### src/rtl/slot_mem_seq_pkg.sv
// Shared definitions for the slot memory sequencer: widths, defaults and FSM state type.
package slot_mem_seq_pkg;

    localparam int unsigned DEF_ADDR_W  = 27;
    localparam int unsigned DEF_TIMEOUT = 255;
    localparam int unsigned DATA_W      = 8;
    localparam int unsigned CNT_W       = 8;
    localparam int unsigned SRAM_AW     = 18;

    typedef enum logic [2:0] {
        ST_IDLE    = 3'd0,
        ST_SD_REQ  = 3'd1,
        ST_SD_WAIT = 3'd2,
        ST_SR_RD   = 3'd3,
        ST_SR_WR   = 3'd4,
        ST_DONE    = 3'd5
    } state_t;

endpackage

### src/rtl/slot_mem_seq.sv
// Slot memory sequencer: turns a CPU memory cycle into an SDRAM request/ack
// handshake or a backup-SRAM BRAM access, with an SDRAM ack timeout.
module slot_mem_seq
    import slot_mem_seq_pkg::*;
#(
    parameter int unsigned ADDR_W  = DEF_ADDR_W,
    parameter int unsigned TIMEOUT = DEF_TIMEOUT
) (
    input  logic                clk_sys,
    input  logic                reset,
    input  logic [ADDR_W-1:0]   mem_addr,
    input  logic                mem_rnw,
    input  logic                ram_cs,
    input  logic                sram_cs,
    input  logic                cpu_req,
    input  logic [DATA_W-1:0]   cpu_wdata,
    output logic [DATA_W-1:0]   cpu_rdata,
    output logic                cpu_wait,
    output logic [ADDR_W-1:0]   sdram_addr,
    output logic [DATA_W-1:0]   sdram_din,
    output logic                sdram_we,
    output logic                sdram_req,
    input  logic                sdram_ack,
    input  logic [DATA_W-1:0]   sdram_dout,
    output logic [SRAM_AW-1:0]  sram_addr,
    output logic [DATA_W-1:0]   sram_din,
    output logic                sram_we,
    input  logic [DATA_W-1:0]   sram_dout,
    output logic                timeout_err
);

    localparam logic [CNT_W-1:0] TO_CNT = CNT_W'(TIMEOUT);

    state_t              state, state_nxt;
    logic [CNT_W-1:0]    cnt, cnt_nxt, cnt_inc;
    logic                rnw_q, rnw_nxt;
    logic [DATA_W-1:0]   rdata_nxt, sd_din_nxt, sr_din_nxt;
    logic [ADDR_W-1:0]   sd_addr_nxt;
    logic                sd_req_nxt, sd_we_nxt, sr_we_nxt, to_nxt;

    // The BRAM is addressed straight from the mapper so read data lands in SR_RD.
    assign sram_addr = mem_addr[SRAM_AW-1:0];

    // Wait is visible in the request cycle itself, before the FSM leaves IDLE.
    assign cpu_wait = (cpu_req & (ram_cs | sram_cs) & (state == ST_IDLE))
                    | ((state != ST_IDLE) & (state != ST_DONE));

    always_comb begin
        state_nxt   = state;
        cnt_nxt     = cnt;
        cnt_inc     = cnt + CNT_W'(1);
        rnw_nxt     = rnw_q;
        rdata_nxt   = cpu_rdata;
        sd_req_nxt  = sdram_req;
        sd_we_nxt   = sdram_we;
        sd_addr_nxt = sdram_addr;
        sd_din_nxt  = sdram_din;
        sr_din_nxt  = sram_din;
        sr_we_nxt   = 1'b0;
        to_nxt      = 1'b0;

        case (state)
            ST_IDLE: begin
                cnt_nxt = '0;
                if (cpu_req) begin
                    if (sram_cs) begin
                        sr_din_nxt = cpu_wdata;
                        if (mem_rnw) begin
                            state_nxt = ST_SR_RD;
                        end else begin
                            state_nxt = ST_SR_WR;
                            sr_we_nxt = 1'b1;
                        end
                    end else if (ram_cs) begin
                        state_nxt   = ST_SD_REQ;
                        sd_req_nxt  = 1'b1;
                        sd_we_nxt   = ~mem_rnw;
                        sd_addr_nxt = mem_addr;
                        sd_din_nxt  = cpu_wdata;
                        rnw_nxt     = mem_rnw;
                    end else begin
                        rdata_nxt = 8'hFF;
                    end
                end
            end
            ST_SD_REQ: begin
                state_nxt = ST_SD_WAIT;
            end
            ST_SD_WAIT: begin
                // An ack in the final counted cycle still wins over the abort.
                if (sdram_ack) begin
                    if (rnw_q) rdata_nxt = sdram_dout;
                    sd_req_nxt = 1'b0;
                    sd_we_nxt  = 1'b0;
                    state_nxt  = ST_DONE;
                end else if (cnt_inc == TO_CNT) begin
                    if (rnw_q) rdata_nxt = 8'hFF;
                    to_nxt     = 1'b1;
                    sd_req_nxt = 1'b0;
                    sd_we_nxt  = 1'b0;
                    cnt_nxt    = cnt_inc;
                    state_nxt  = ST_DONE;
                end else begin
                    cnt_nxt = cnt_inc;
                end
            end
            ST_SR_RD: begin
                rdata_nxt = sram_dout;
                state_nxt = ST_DONE;
            end
            ST_SR_WR: begin
                state_nxt = ST_DONE;
            end
            ST_DONE: begin
                state_nxt = ST_IDLE;
            end
            default: begin
                state_nxt = ST_IDLE;
            end
        endcase
    end

    always_ff @(posedge clk_sys) begin
        if (reset) begin
            state       <= ST_IDLE;
            cnt         <= '0;
            rnw_q       <= 1'b1;
            cpu_rdata   <= 8'hFF;
            sdram_req   <= 1'b0;
            sdram_we    <= 1'b0;
            sdram_addr  <= '0;
            sdram_din   <= '0;
            sram_din    <= '0;
            sram_we     <= 1'b0;
            timeout_err <= 1'b0;
        end else begin
            state       <= state_nxt;
            cnt         <= cnt_nxt;
            rnw_q       <= rnw_nxt;
            cpu_rdata   <= rdata_nxt;
            sdram_req   <= sd_req_nxt;
            sdram_we    <= sd_we_nxt;
            sdram_addr  <= sd_addr_nxt;
            sdram_din   <= sd_din_nxt;
            sram_din    <= sr_din_nxt;
            sram_we     <= sr_we_nxt;
            timeout_err <= to_nxt;
        end
    end

endmodule
### config.mk
export PLATFORM = sky130hd
export DESIGN_NAME = slot_mem_seq
export DESIGN_NICKNAME = d
export VERILOG_FILES = /design/src/rtl/slot_mem_seq_pkg.sv /design/src/rtl/slot_mem_seq.sv
export SDC_FILE = /design/constraint.sdc
export NUM_CORES = 1
export LEC_CHECK = 0
export BUFFER_PORTS_ARGS = -buffer_cell sky130_fd_sc_hd__buf_2
export CAP_MARGIN = 10
export CELL_PAD_IN_SITES_DETAIL_PLACEMENT = 0
export CELL_PAD_IN_SITES_GLOBAL_PLACEMENT = 2
export CORE_UTILIZATION = 24
export CTS_CLUSTER_SIZE = 14
export DETAILED_ROUTE_END_ITERATION = 6
export HOLD_SLACK_MARGIN = 0.15
export PLACE_DENSITY_LB_ADDON = 0.15
export SLEW_MARGIN = 40
export SYNTH_ARGS = -nofsm -noshare
export SYNTH_HDL_FRONTEND = slang
export SYNTH_SLANG_ARGS = --single-unit
### constraint.sdc
create_clock -name clk_sys -period 2.1 [get_ports clk_sys]
set_clock_uncertainty 0.15 [all_clocks]
set_input_delay 0.21 -clock clk_sys [delete_from_list [all_inputs] [get_ports clk_sys]]
set_output_delay 0.21 -clock clk_sys [all_outputs]
set_load 0.02 [all_outputs]
* Word-level counts from Yosys, hierarchy flattened
Index checks and enable logic that the tools add are counted.
Storage, ports and cells: register bits 67, input bits 58, word-level logic and storage cells 78, output and inout bits 74
Operators by class: $add $sub $neg 1, equality and inequality tests 14, reductions and logical operators 13, bitwise logic cells 10, muxes and demuxes 29
Operators with widths (count):
- $mux 8 | 8
- $pmux 8 s3 | 1
- $mux 3 | 6
- $pmux 8 s2 | 1
- $ne 2x2->1 const B | 6
- $pmux 3 s4 | 1
- $mux 1 | 10
- $ne 3x3->1 const B | 3
- $add 8x1->8 const B | 1
- $eq 8x8->1 const B | 1
- $eq 3x2->1 const B | 2
- $reduce_and 3->1 | 2
- $reduce_and 6->1 | 1
- $reduce_bool 3->1 | 2
- $not 1->1 | 5
- $reduce_and 5->1 | 1
- $pmux 1 s2 | 2
- $reduce_and 4->1 | 1
- $reduce_or 4->1 | 1
- $and 1x1->1 | 3
- $eq 3x1->1 const B | 1
- $eq 3x3->1 const B | 1
- $logic_not 3->1 | 1
- $reduce_or 3->1 | 1
- other kinds (4) | 5

* Longest topological paths before layout
Gate-level depths: netlist (run 1).
depth after elaboration 5, gate-level depth with buffers 8, mapped depth without buffers 6

* Worst setup path before layout (run 1)
Ideal clock, no wire load.
path type register -> register, start point register cnt[1], end point register state[0], setup slack 77 ps, path buffers 2, cell stages (with the launch flop) 8, required time 1862 ps, arrival time 1785 ps, library setup time 88 ps, period minus slack after synthesis 2023 ps, path through dfxtp_1 ha_1 and3_1 buf_2 mux2_4 a22o_1 buf_6 nor4_2
On the way: word-level cells in the longest chain between the ends 4
RTL lines:
- from (decl) | line slot_mem_seq.sv:35 | logic [CNT_W-1:0] cnt, cnt_nxt, cnt_inc;
- from (signal assigned) | line slot_mem_seq.sv:138 | cnt <= cnt_nxt;
- $add 8x1->8 | line slot_mem_seq.sv:51 | cnt_inc = cnt + CNT_W'(1);
- $eq 8x8->1 | line slot_mem_seq.sv:96 | end else if (cnt_inc == TO_CNT) begin
- $ne 3x3->1 (no line)
- $reduce_and 3->1 (no line)
- to (signal assigned) | line slot_mem_seq.sv:137 | state <= state_nxt;
- to (decl) | line slot_mem_seq.sv:34 | state_t state, state_nxt;
Every way passes these cells. A chain may end at the register's enable or synchronous reset.

* Worst setup path after layout (run 1)
start point register cnt[0], end point register cpu_rdata[6]
On the way: word-level cells in the longest chain between the ends 4
RTL lines:
- $add 8x1->8 | line slot_mem_seq.sv:51
- $eq 8x8->1 | line slot_mem_seq.sv:96
- $ne 3x3->1 (no line)
- $reduce_and 6->1 (no line)
- to (signal assigned) | line slot_mem_seq.sv:140 | cpu_rdata <= rdata_nxt;
- to (decl) | line slot_mem_seq.sv:17 | output logic [DATA_W-1:0] cpu_rdata,
Every way passes these cells.

==> summary.txt, run 1 <==
Pwr
  – Leakage: roughly 1.9 nW
  – Switching Fraction: 33.4%
  – Comb pwr share: around 33%
  – Total power: approximately 4.5 mW
  – NetSw: 1.51 mW
  – PD cells: 973 nW/um^2
  – Maximum vdd drop: between 0.0003 and 0.0004 V
  – Clk pwr share: 33.6%
  – Internal power: about 3 mW
  – Seq pwr share: around 33%

Synth
  – Post-synthesis adder-cell area fraction: 0.783%
  – Sequential cell area fraction in the yosys report: 42.0%
  – Synth Area in XOR/XNOR: 0.274%
  – Ys Warns: 0
  – #FFs+latches synth: 67
  – Top cell type's share of synthesized area: 42.0%
  – Synth area leader: dfxtp_1
  – Mapped cell area: around 3200 sq um
  – Simple-Gate Fraction of Synth Area: 23.6%
  – Most used flip-flop cell after synthesis: dfxtp_1
  – Post-synth EDFFs: 0
  – Largest family of logic cells by synthesized area: simple AND/OR/NAND/NOR gates
  – Post-synthesis cell count: 386
  – Complex-gate fraction of the synthesized area: around a fifth
  – Syn_area_per_cell: 8.28 sq um
  – Synth unique cells: 50
  – Area contributors post-synth: dfxtp_1, nand2_1, a21oi_1
  – Mux share of post-synthesis cell area: 3.33%
  – Ys async rst share: 0%
  – Synth Net Count: between 400 and 500

CTS
  – Clock Tree Root: clkbuf_16
  – Clock sinks: 67
  – H-tree levels: 3
  – Reg clk slew, reported paths: 0.06 ns
  – Setup Fix Bufs, Post-CTS: 0
  – Inserted Clock Buffers: 9
  – TritonCTS clock tree: done
  – Worst skew pair latency: 0.33 ns
  – Worst-case clock buffer depth: 2

Setup path
  – Critical path type: flip-flop to flip-flop
  – Critical Path RT: 2.19 ns
  – Arrival time worst endpoint: 2.07 ns
  – Crit end category: flip-flop
  – CP Launch Type: flip-flop
  – Maximum fanout along the worst path: 10

Route
  – WL final: 9910 microns
  – WL/cell: 13.9 microns
  – Antenna Nets Post-Route: 0
  – Initial drt markers: 108
  – TritonRoute pass-1 iters: 4
  – Residual DRC: 0
  – Vias: 3,188
  – Via density: about 4.5

Status
  – Outcome: complete, no violations

Die
  – DIE HEIGHT: 117 microns
  – Core ar.: 12,800 sq um
  – Initial Util: 25.0%
  – Die width: about 120 microns
  – Cell Rows: 41
  – Die footprint: 13,800 sq um
  – Top Ports: 132

Layout
  – Ant. Diodes: 0
  – Fillers: 1,389
  – Final net count: 598
  – Layout area overhead: 45.4%
  – Layout cells sized above 1: about a third

Placed design
  – Final Wtd Congestion: around 0.76
  – Final HPWL DP: 6690 microns
  – # port buffers: 131
  – Worst slack, placed: 0.0584 ns

STA
  – Min Tclk post-route: 1.98 ns
  – Final period util: between 90 and 100%
  – Final setup fails: 0
  – Worst-margin pin slew: ~0.73 ns
  – Final Max Tran Viols: 0
  – TNS Setup: 0 ns
  – Relative slew slack: approximately half
  – Maximum clock rate: 505 MHz
  – Final-report hold violation count: 0
  – Worst Setup Slack, final: roughly 0.12 ns

Global routing
  – Grt ovf: 0
  – Largest net degree at the start of global routing: 65
  – Antenna violations before repair: 0
  – Vias in the first global route: 3,197
  – First-pass GRT wire length: between 15,000 and 20,000 microns
  – Gr usage total: 14.8%

Hold path
  – Hold Crit Class: input pin to flip-flop

Run
  – Max-cap viol count: 0
==> final cells by class <==
type / instances / area (sq um) / share of cell area, %
tap: 172 / 215 / 4.63
timing repair buffer: 188 / 1210 / 26.1
clock buffer: 13 / 260 / 5.60
multi-input combinational: 266 / 1560 / 33.5
clock inverter: 2 / 35.0 / 0.754
inverter: 6 / 22.5 / 0.485
sequential: 67 / 1340 / 28.9
==> timing repair <==
| item | in CTS | in global routing |
|---|---|---|
| resized for setup | 0 | 5 |
| hold endpoints to repair | 45 | 0 |
| endpoints found under the setup margin | 0 | 11 |
| hold buffers | 37 | 0 |
==> stage by stage <==
stage               cell area [sq um]  util (%)  hold slack [ns]  std cells
floorplan                        3190         -            0.139        386
global placement                 3960      31.0            0.290        662
detailed placement               3960      31.0            0.294        662
CTS                              4630      36.2            0.189        714
global route                     4640      36.4            0.218        714
finish                           4640      36.4            0.173        714
==> power by group through the flow <==
stage	sequential [mW]	clock [mW]	combinational (mW)
2_1_floorplan	1.64	0	0.827
3_3_place_gp	1.52	0	1.45
3_5_place_dp	1.53	0	1.45
4_1_cts	1.50	1.58	1.51
5_1_grt	1.52	1.63	1.66
6_report	1.50	1.52	1.50
==> placed cells by master, fill, tap and decap left out, types with 3 or more instances in the layout <==
cell | synthesis | routed
dlygate4sd3_1 | 0 | 37
buf_4 | 19 | 17
a31oi_1 | 5 | 5
mux2i_1 | 8 | 8
o2111ai_1 | 8 | 8
a21o_1 | 4 | 4
nor3b_1 | 9 | 9
o21ai_0 | 8 | 8
o31ai_1 | 9 | 8
nor2_1 | 16 | 16
buf_2 | 8 | 131
nand2_1 | 83 | 83
nor2b_1 | 10 | 10
inv_1 | 6 | 6
buf_12 | 0 | 3
clkbuf_16 | 0 | 9
nand4_1 | 4 | 4
dfxtp_1 | 67 | 66
nand3_1 | 3 | 3
a21oi_1 | 56 | 56
nand4b_1 | 3 | 3
==> per-layer routing <==
metal | GRT usage, % | part of all wire [%] | vias to the layer above
li1 | - | - | 1627
met5 | 0 | 0 | -
met4 | 5.03 | 1.3 | 0
met1 | 17.9 | 46 | 1450
met3 | 3.36 | 4.8 | 10
met2 | 25.5 | 48 | 101
==> flip-flops by register name (all words and copies together) (netlist names) <==
| register | count |
|---|---|
| rnw_q | 1 |
| sdram_we | 1 |
| sram_we | 1 |
| timeout_err | 1 |
| sdram_din | 8 |
| sram_din | 8 |
| cnt | 8 |
| cpu_rdata | 8 |
| state | 3 |
| sdram_addr | 27 |
| sdram_req | 1 |
==> cell usage after synthesis (all sizes together), types with 3 or more instances <==
master	n
nand3	3
clkbuf	16
mux2i	8
o2111ai	8
o21ai	8
nand2	83
inv	6
a21oi	56
o31ai	9
or2	3
a21o	4
nand4b	3
nor2b	10
nand4	4
a31oi	6
or3	3
nor4	4
buf	31
nor2	18
nor3b	9
dfxtp	67
==> final timing paths <==
| path | startpoint | end | slack (ns) | depth (start not counted) |
|---|---|---|---|---|
| max | cnt[0] | cpu_rdata[6] | 0.12 | 5 |
| min | reset | rnw_q | 0.17 | 3 |
| max reg2reg | cnt[0] | cpu_rdata[6] | 0.12 | 5 |
| min reg2reg | sdram_din[1] | sdram_din[1] | 0.30 | 2 |
==> cells by family after synthesis <==
logic type / count (synthesis)
buffers and inverters: 53
AO/OA/AOI/OAI: 102
adder cells (fa/ha/maj): 2
AND/OR/NAND/NOR: 151
flip-flops: 67
XOR/XNOR: 1
multiplexers: 10
==> worst max-delay path: stages (launching register included) <==
cell and delay, ns:
dfxtp_1 0.34, ha_2 0.22, and3_1 0.21, mux2_4 0.33
a22o_2 0.36, o31ai_1 0.28
No activity file was read; power rests on OpenSTA's default activity.
==> run 2: changes to the inputs <==
Settings changed: ABC_AREA set to 1, CORE_UTILIZATION 24 to 22.
==> summary.txt, run 2 <==
Hold path
  – Hold Path Depth: 5 (was 3)
  – Worst Hold Path EP: cpu_rdata[3] (was rnw_q)
  – Worst hold start: sram_dout[3] (was reset)
  – Hold Crit Class: input pin to flip-flop (unchanged)

CTS
  – Worst-case clock buffer depth: 2 (unchanged)
  – TritonCTS clock tree: done (unchanged)
  – Inserted Clock Buffers: 9 (unchanged)
  – Clock Tree Root: clkbuf_16 (unchanged)
  – Reg clk slew, reported paths: 0.06 ns (about the same)
  – Setup Fix Bufs, Post-CTS: 0 (unchanged)
  – Worst skew pair latency: 0.33 ns (about the same)
  – Clock sinks: 67 (unchanged)
  – H-tree levels: 3 (unchanged)

STA
  – TNS Setup: 0 ns (unchanged)
  – Worst-margin pin slew: 0.434 ns (was 0.732 ns)
  – Maximum clock rate: 530 MHz (was 505 MHz)
  – Hold slack final: 0.156 ns (was 0.173 ns)
  – Min Tclk post-route: 1.89 ns (was 1.98 ns)
  – RSZ-0062 raised after global routing: no
  – Final-report hold violation count: 0 (unchanged)
  – Relative slew slack: 71.0% (was 51.2%)
  – Final setup fails: 0 (unchanged)
  – Final Max Tran Viols: 0 (unchanged)
  – Final period util: 89.8% (was 94.3%)

Die
  – Die footprint: 14,000 sq um (was 13,800 sq um)
  – Die width: 118 microns (was 117 microns)
  – Cell Rows: 42 (was 41)
  – Core ar.: 13,200 sq um (was 12,800 sq um)
  – Initial Util: 22.5% (was 25.0%)
  – Top Ports: 132 (unchanged)
  – DIE HEIGHT: 118 microns (was 117 microns)

Synth
  – Mapped cell area: 2980 sq um (was 3190 sq um)
  – Ys Warns: 0 (unchanged)
  – Synth area leader: dfxtp_1 (unchanged)
  – Area contributors post-synth: dfxtp_1, nor2_1, o21ai_0 (was dfxtp_1, nand2_1, a21oi_1)
  – Synth unique cells: 30 (was 50)
  – #FFs+latches synth: 67 (unchanged)
  – Syn_area_per_cell: 7.34 sq um (was 8.28 sq um)
  – Ys async rst share: 0% (unchanged)
  – Sequential cell area fraction in the yosys report: 45.0% (was 42.0%)
  – Synth top cells by count: nor2_1, dfxtp_1, nand2_1, o21ai_0, nand3_1 (was nand2_1, dfxtp_1, a21oi_1, buf_4, nor2_1)
  – Most used flip-flop cell after synthesis: dfxtp_1 (unchanged)
  – Top cell type's share of synthesized area: 45.0% (was 42.0%)
  – Synth Net Count: 466 (was 446)
  – Top-count cell post-synth: nor2_1 (was nand2_1)
  – Post-synth EDFFs: 0 (unchanged)
  – Post-synthesis cell count: 406 (was 386)

Pwr
  – Leakage: 2.12 nW (was 1.94 nW)
  – Maximum vdd drop: 0.000369 V (was 0.000340 V)
  – Total power: 3.99 mW (was 4.52 mW)
  – PD cells: 889 nW/um^2 (was 973 nW/um^2)

Global routing
  – Largest net degree at the start of global routing: 39 (was 65)
  – Grt ovf: 0 (unchanged)
  – Gr usage total: 14.4% (was 14.8%)
  – Vias in the first global route: 3,190 (was 3,197)
  – Antenna violations before repair: 0 (unchanged)
  – First-pass GRT wire length: 15,700 microns (was 16,100 microns)

Run
  – Max-cap viol count: 0 (unchanged)

Layout
  – Most frequent cells in the layout: buf_2, nor2_1, dfxtp_1 (was buf_2, nand2_1, dfxtp_1)
  – Largest register by flop count: sdram_addr (unchanged)
  – Final net count: 624 (was 598)
  – Ant. Diodes: 0 (unchanged)
  – Final Util: 33.9% (was 36.4%)
  – Max FFs per register: 27 (unchanged)
  – Layout cells sized above 1: 31.4% (was 33.6%)
  – Fin cells: 743 (was 714)
  – Layout area overhead: 50.6% (was 45.4%)
  – Commonest non-fill, non-tap cell in the layout: buf_2 (unchanged)

Placed design
  – Final HPWL DP: 6510 microns (was 6690 microns)
  – Placed cell count: 689 (was 662)
  – # port buffers: 131 (unchanged)
  – Final Wtd Congestion: 0.734 (was 0.760)

Route
  – Initial drt markers: 135 (was 108)
  – Residual DRC: 0 (unchanged)
  – Via density: 4.28 (was 4.46)
  – Antenna Nets Post-Route: 0 (unchanged)
  – WL final: 9570 microns (was 9910 microns)
  – TritonRoute pass-1 iters: 4 (unchanged)
  – Vias: 3,178 (was 3,188)
  – WL/cell: 12.9 microns (was 13.9 microns)

Setup path
  – Arrival time worst endpoint: 1.53 ns (was 2.07 ns)
  – CP Launch Type: flip-flop (unchanged)
  – Critical Path RT: 1.74 ns (was 2.19 ns)
  – Maximum fanout along the worst path: 3 (was 10)
  – Reg2reg setup slack: 0.25 ns (was 0.12 ns)
  – Crit end category: output port (was flip-flop)
  – Critical path type: flip-flop to output port (was flip-flop to flip-flop)
  – Worst R2R Path Depth: 10 (was 5)
  – Worst r2r src: cnt[0] (unchanged)
  – R2r endpoint: state[0] (was cpu_rdata[6])

Status
  – Outcome: complete, no violations (unchanged)
run 2: kinds of logic (layout without fill, tap and decap cells):
kind of cell,after synthesis,count (layout),synth area share [%]
simple gates,193,193,28.4
compound gates,78,78,14.1
flops,67,67,45.0
buf+inv,66,227,11.7
fa+ha+maj,2,2,0.839
run 2: critical path, stage by stage, from the launching register on:
cell     delay (ns)
dfxtp_1        0.34
inv_2          0.07
nand2_2        0.06
nor2_2         0.14
inv_2          0.09
nor2_8         0.09
inv_2          0.06
o21ai_0        0.16
buf_2          0.19
run 2: routing by layer:
| metal | vias to the layer above | part of all wire (%) | GRT usage (%) |
|---|---|---|---|
| li1 | 1632 | - | - |
| met1 | 1442 | 47 | 17.6 |
| met2 | 98 | 45 | 22.8 |
| met3 | 6 | 7.1 | 5.69 |
| met4 | 0 | 0.64 | 4.75 |
| met5 | - | 0 | 0 |
run 2: what timing repair did:
item                       4_1_cts  5_1_grt
hold endpoints to repair        52        0
resized for setup                0       14
hold buffers                    40        0
setup endpoints to repair        0       49
run 2: layout make-up:
cell class | instances | area [sq um]
Fill cell | 1471 | 8750
Tap cell | 176 | 220
Clock buffer | 12 | 256
Multi-Input combinational cell | 273 | 1320
Sequential cell | 67 | 1350
Timing Repair Buffer | 184 | 1170
Clock inverter | 2 | 60.1
Inverter | 29 | 111
run 2: report_power, final:
group | leakage [nW] | internal [mW] | total, mW | switching [mW]
registers | 0.548 | 1.38 | 1.44 | 0.0640
clock network | 0.155 | 1.09 | 1.63 | 0.540
logic | 1.42 | 0.341 | 0.915 | 0.574
total | 2.12 | 2.81 | 3.99 | 1.18
run 2: worst max-delay path by stage:
stage          startpoint  cells past startpoint  slack, ns            to
2_1_floorplan      cnt[0]                     10       0.34  cpu_rdata[0]
3_3_place_gp       cnt[0]                     10       0.10  cpu_rdata[6]
3_5_place_dp       cnt[0]                     10       0.05  cpu_rdata[7]
4_1_cts           sram_cs                      8       0.02  sdram_din[3]
5_1_grt            cnt[2]                     10       0.02     sdram_req
6_report         state[1]                      8       0.21      cpu_wait
run 2: through the flow:
step / instance area [sq um] / worst slack [ns]
2_1_floorplan: 2980 / 0.339
5_1_grt: 4490 / 0.0233
3_5_place_dp: 3730 / 0.0468
6_report: 4490 / 0.214
4_1_cts: 4440 / 0.0173
3_3_place_gp: 3730 / 0.103
==> run 3: changes to the inputs <==
Settings changed: ABC_AREA 1 to unset, CORE_UTILIZATION 22 to 25, CTS_BUF_LIST set to sky130_fd_sc_hd__clkbuf_4, CTS_CLUSTER_SIZE 14 to unset.
==> summary.txt, run 3 (synthesis results as in run 1) <==
CTS
  – Reg clk slew, reported paths: 0.12 ns (was 0.06 ns)
  – TritonCTS clock tree: done (unchanged)
  – Clock sinks: 67 (unchanged)
  – Inserted Clock Buffers: 9 (unchanged)
  – Clock Tree Root: clkbuf_4 (was clkbuf_16)
  – Worst-case clock buffer depth: 2 (unchanged)
  – Worst skew pair latency: 0.43 ns (was 0.33 ns)
  – H-tree levels: 3 (unchanged)

Global routing
  – Largest net degree at the start of global routing: 65 (was 39)
  – First-pass GRT wire length: 14,700 microns (was 15,700 microns)
  – Grt ovf: 0 (unchanged)
  – Vias in the first global route: 2,974 (was 3,190)
  – Antenna violations before repair: 0 (unchanged)
  – Gr usage total: 14.6% (was 14.4%)

Setup path
  – Worst r2r src: state[1] (was cnt[0])
  – Maximum fanout along the worst path: 14 (was 3)
  – Critical path type: input pin to flip-flop (was flip-flop to output port)
  – Arrival time worst endpoint: 2.27 ns (was 1.53 ns)
  – Crit end category: flip-flop (was output port)
  – CP startpoint: sdram_ack (was state[1])
  – CP Launch Type: input pin (was flip-flop)
  – Critical Path RT: 2.27 ns (was 1.74 ns)

Pwr
  – Leakage: 1.92 nW (was 2.12 nW)
  – Comb pwr share: 41.0% (was 22.9%)
  – PD cells: 810 nW/um^2 (was 889 nW/um^2)
  – Seq pwr share: 39.4% (was 36.2%)
  – NetSw: 1.48 mW (was 1.18 mW)
  – Maximum vdd drop: 0.000344 V (was 0.000369 V)
  – Switching Fraction: 39.4% (was 29.5%)
  – Clk pwr share: 19.6% (was 40.9%)
  – Internal power: 2.28 mW (was 2.81 mW)

Layout
  – Ant. Diodes: 0 (unchanged)
  – Layout cells sized above 1: 32.8% (was 31.4%)
  – Max FFs per register: 27 (unchanged)
  – Final Util: 37.9% (was 33.9%)
  – Commonest non-fill, non-tap cell in the layout: buf_2 (unchanged)
  – Final net count: 616 (was 624)
  – Largest register by flop count: sdram_addr (unchanged)
  – Area occupied by multi-input gates: 1570 sq um (was 1320 sq um)
  – Register Area: 1340 sq um (was 1350 sq um)
  – Fillers: 1,342 (was 1,471)
  – Most frequent cells in the layout: buf_2, nand2_1, dfxtp_1 (was buf_2, nor2_1, dfxtp_1)
  – Layout area overhead: 45.0% (was 50.6%)

Placed design
  – Worst slack, placed: 0.0531 ns (was 0.0468 ns)
  – Final HPWL DP: 6320 microns (was 6510 microns)
  – Final Wtd Congestion: 0.708 (was 0.734)
  – # port buffers: 131 (unchanged)

Route
  – Vias: 3,258 (was 3,178)
  – TritonRoute pass-1 iters: 4 (unchanged)
  – WL/cell: 13.2 microns (was 12.9 microns)
  – Via density: 4.47 (was 4.28)
  – WL final: 9660 microns (was 9570 microns)
  – Initial drt markers: 102 (was 135)
  – Residual DRC: 0 (unchanged)
  – Antenna Nets Post-Route: 0 (unchanged)

Die
  – Cell Rows: 40 (was 42)
  – Die width: 115 microns (was 118 microns)
  – Top Ports: 132 (unchanged)
  – DIE HEIGHT: 115 microns (was 118 microns)
  – Initial Util: 26.2% (was 22.5%)
  – Die footprint: 13,200 sq um (was 14,000 sq um)
  – Core ar.: 12,200 sq um (was 13,200 sq um)

STA
  – Final period util: 99.9% (was 89.8%)
  – Maximum clock rate: 477 MHz (was 530 MHz)
  – Min Tclk post-route: 2.10 ns (was 1.89 ns)
  – Final-report hold violation count: 0 (unchanged)
  – Relative slew slack: 50.0% (was 71.0%)
  – Final setup fails: 0 (unchanged)
  – Final Max Tran Viols: 0 (unchanged)
  – Worst Setup Slack, final: 0.00218 ns (was 0.214 ns)
  – Worst-margin pin slew: 0.750 ns (was 0.434 ns)

Run
  – Max-cap viol count: 0 (unchanged)

Hold path
  – Hold Crit Class: input pin to flip-flop (unchanged)
  – Worst hold start: sram_dout[1] (was sram_dout[3])

Status
  – Outcome: complete, no violations (unchanged)
run 3: cell count changes in the layout (fill, tap and decap cells not counted), moves of 8 or more:
cell	before	now
a21oi_1	17	55
buf_4	11	19
clkbuf_16	9	0
clkbuf_4	0	9
dlygate4sd3_1	40	53
inv_1	23	6
mux2i_1	0	8
nand2_1	53	83
nand3_1	25	3
nor2_1	84	16
nor2b_1	0	9
nor3b_1	0	9
o2111ai_1	0	8
o21ai_0	52	8
run 3: power groups by stage:
stage          Sequential [mW]  Combinational (mW)  Clock (mW)
2_1_floorplan             1.64               0.827           0
6_report                  1.48                1.54       0.737
3_5_place_dp              1.50                1.38           0
3_3_place_gp              1.50                1.39           0
4_1_cts                   1.48                1.49       0.795
5_1_grt                   1.50                1.68       0.852
run 3: worst max-delay path, stage by stage:
cell and delay (ns):
dlygate4sd3_1 0.52, buf_2 0.12, buf_4 0.20, nor3b_1 0.21, o2111ai_1 0.11, dlygate4sd3_1 0.59, a21oi_1 0.20, o31ai_2 0.10
run 3: cell type report:
cell class	count	share of cell area, %
clock inverter	7	0.972
tap	168	4.54
clock buffer	9	1.46
multi-input combinational	266	33.9
sequential	67	29.0
inverter	6	0.486
timing repair buffer	206	29.7
run 3: stage by stage:
step | hold WS [ns] | cell area [sq um] | instances | power [mW] | setup TNS [ns]
after CTS | 0.174 | 4610 | 729 | 3.76 | 0
after global routing | 0.150 | 4630 | 729 | 4.03 | -0.0298
after global placement | 0.290 | 3910 | 655 | 2.89 | 0
after detailed placement | 0.294 | 3910 | 655 | 2.89 | 0
after floorplan | 0.139 | 3190 | 386 | 2.47 | 0
final | 0.115 | 4630 | 729 | 3.75 | 0
run 3: path summary, 6_finish.rpt:
| path | end | slack, ns | cells past startpoint |
|---|---|---|---|
| worst max-delay path | cpu_rdata[2] | 0.002 | 8 |
| worst min-delay path | cpu_rdata[1] | 0.12 | 5 |
| worst max register to register | cpu_rdata[2] | 0.04 | 7 |
| worst min register to register | sdram_addr[6] | 0.31 | 2 |
run 3: what timing repair did:
action / CTS / global route
gates cloned: 0 / 1
pin swaps: 0 / 1
resized for setup: 2 / 11
setup buffers: 0 / 2
endpoints found under the hold margin: 59 / 0
endpoints found under the setup margin: 1 / 11
hold buffers: 58 / 0
run 3: per-layer routing:
metal  vias up  global-route usage (%)  part of all wire, %
li1       1665                       -                    -
met1      1484                    18.0                   45
met2        96                    23.9                   48
met3        13                    3.27                  4.9
met4         0                    7.53                  2.0
met5         -                       0                    0
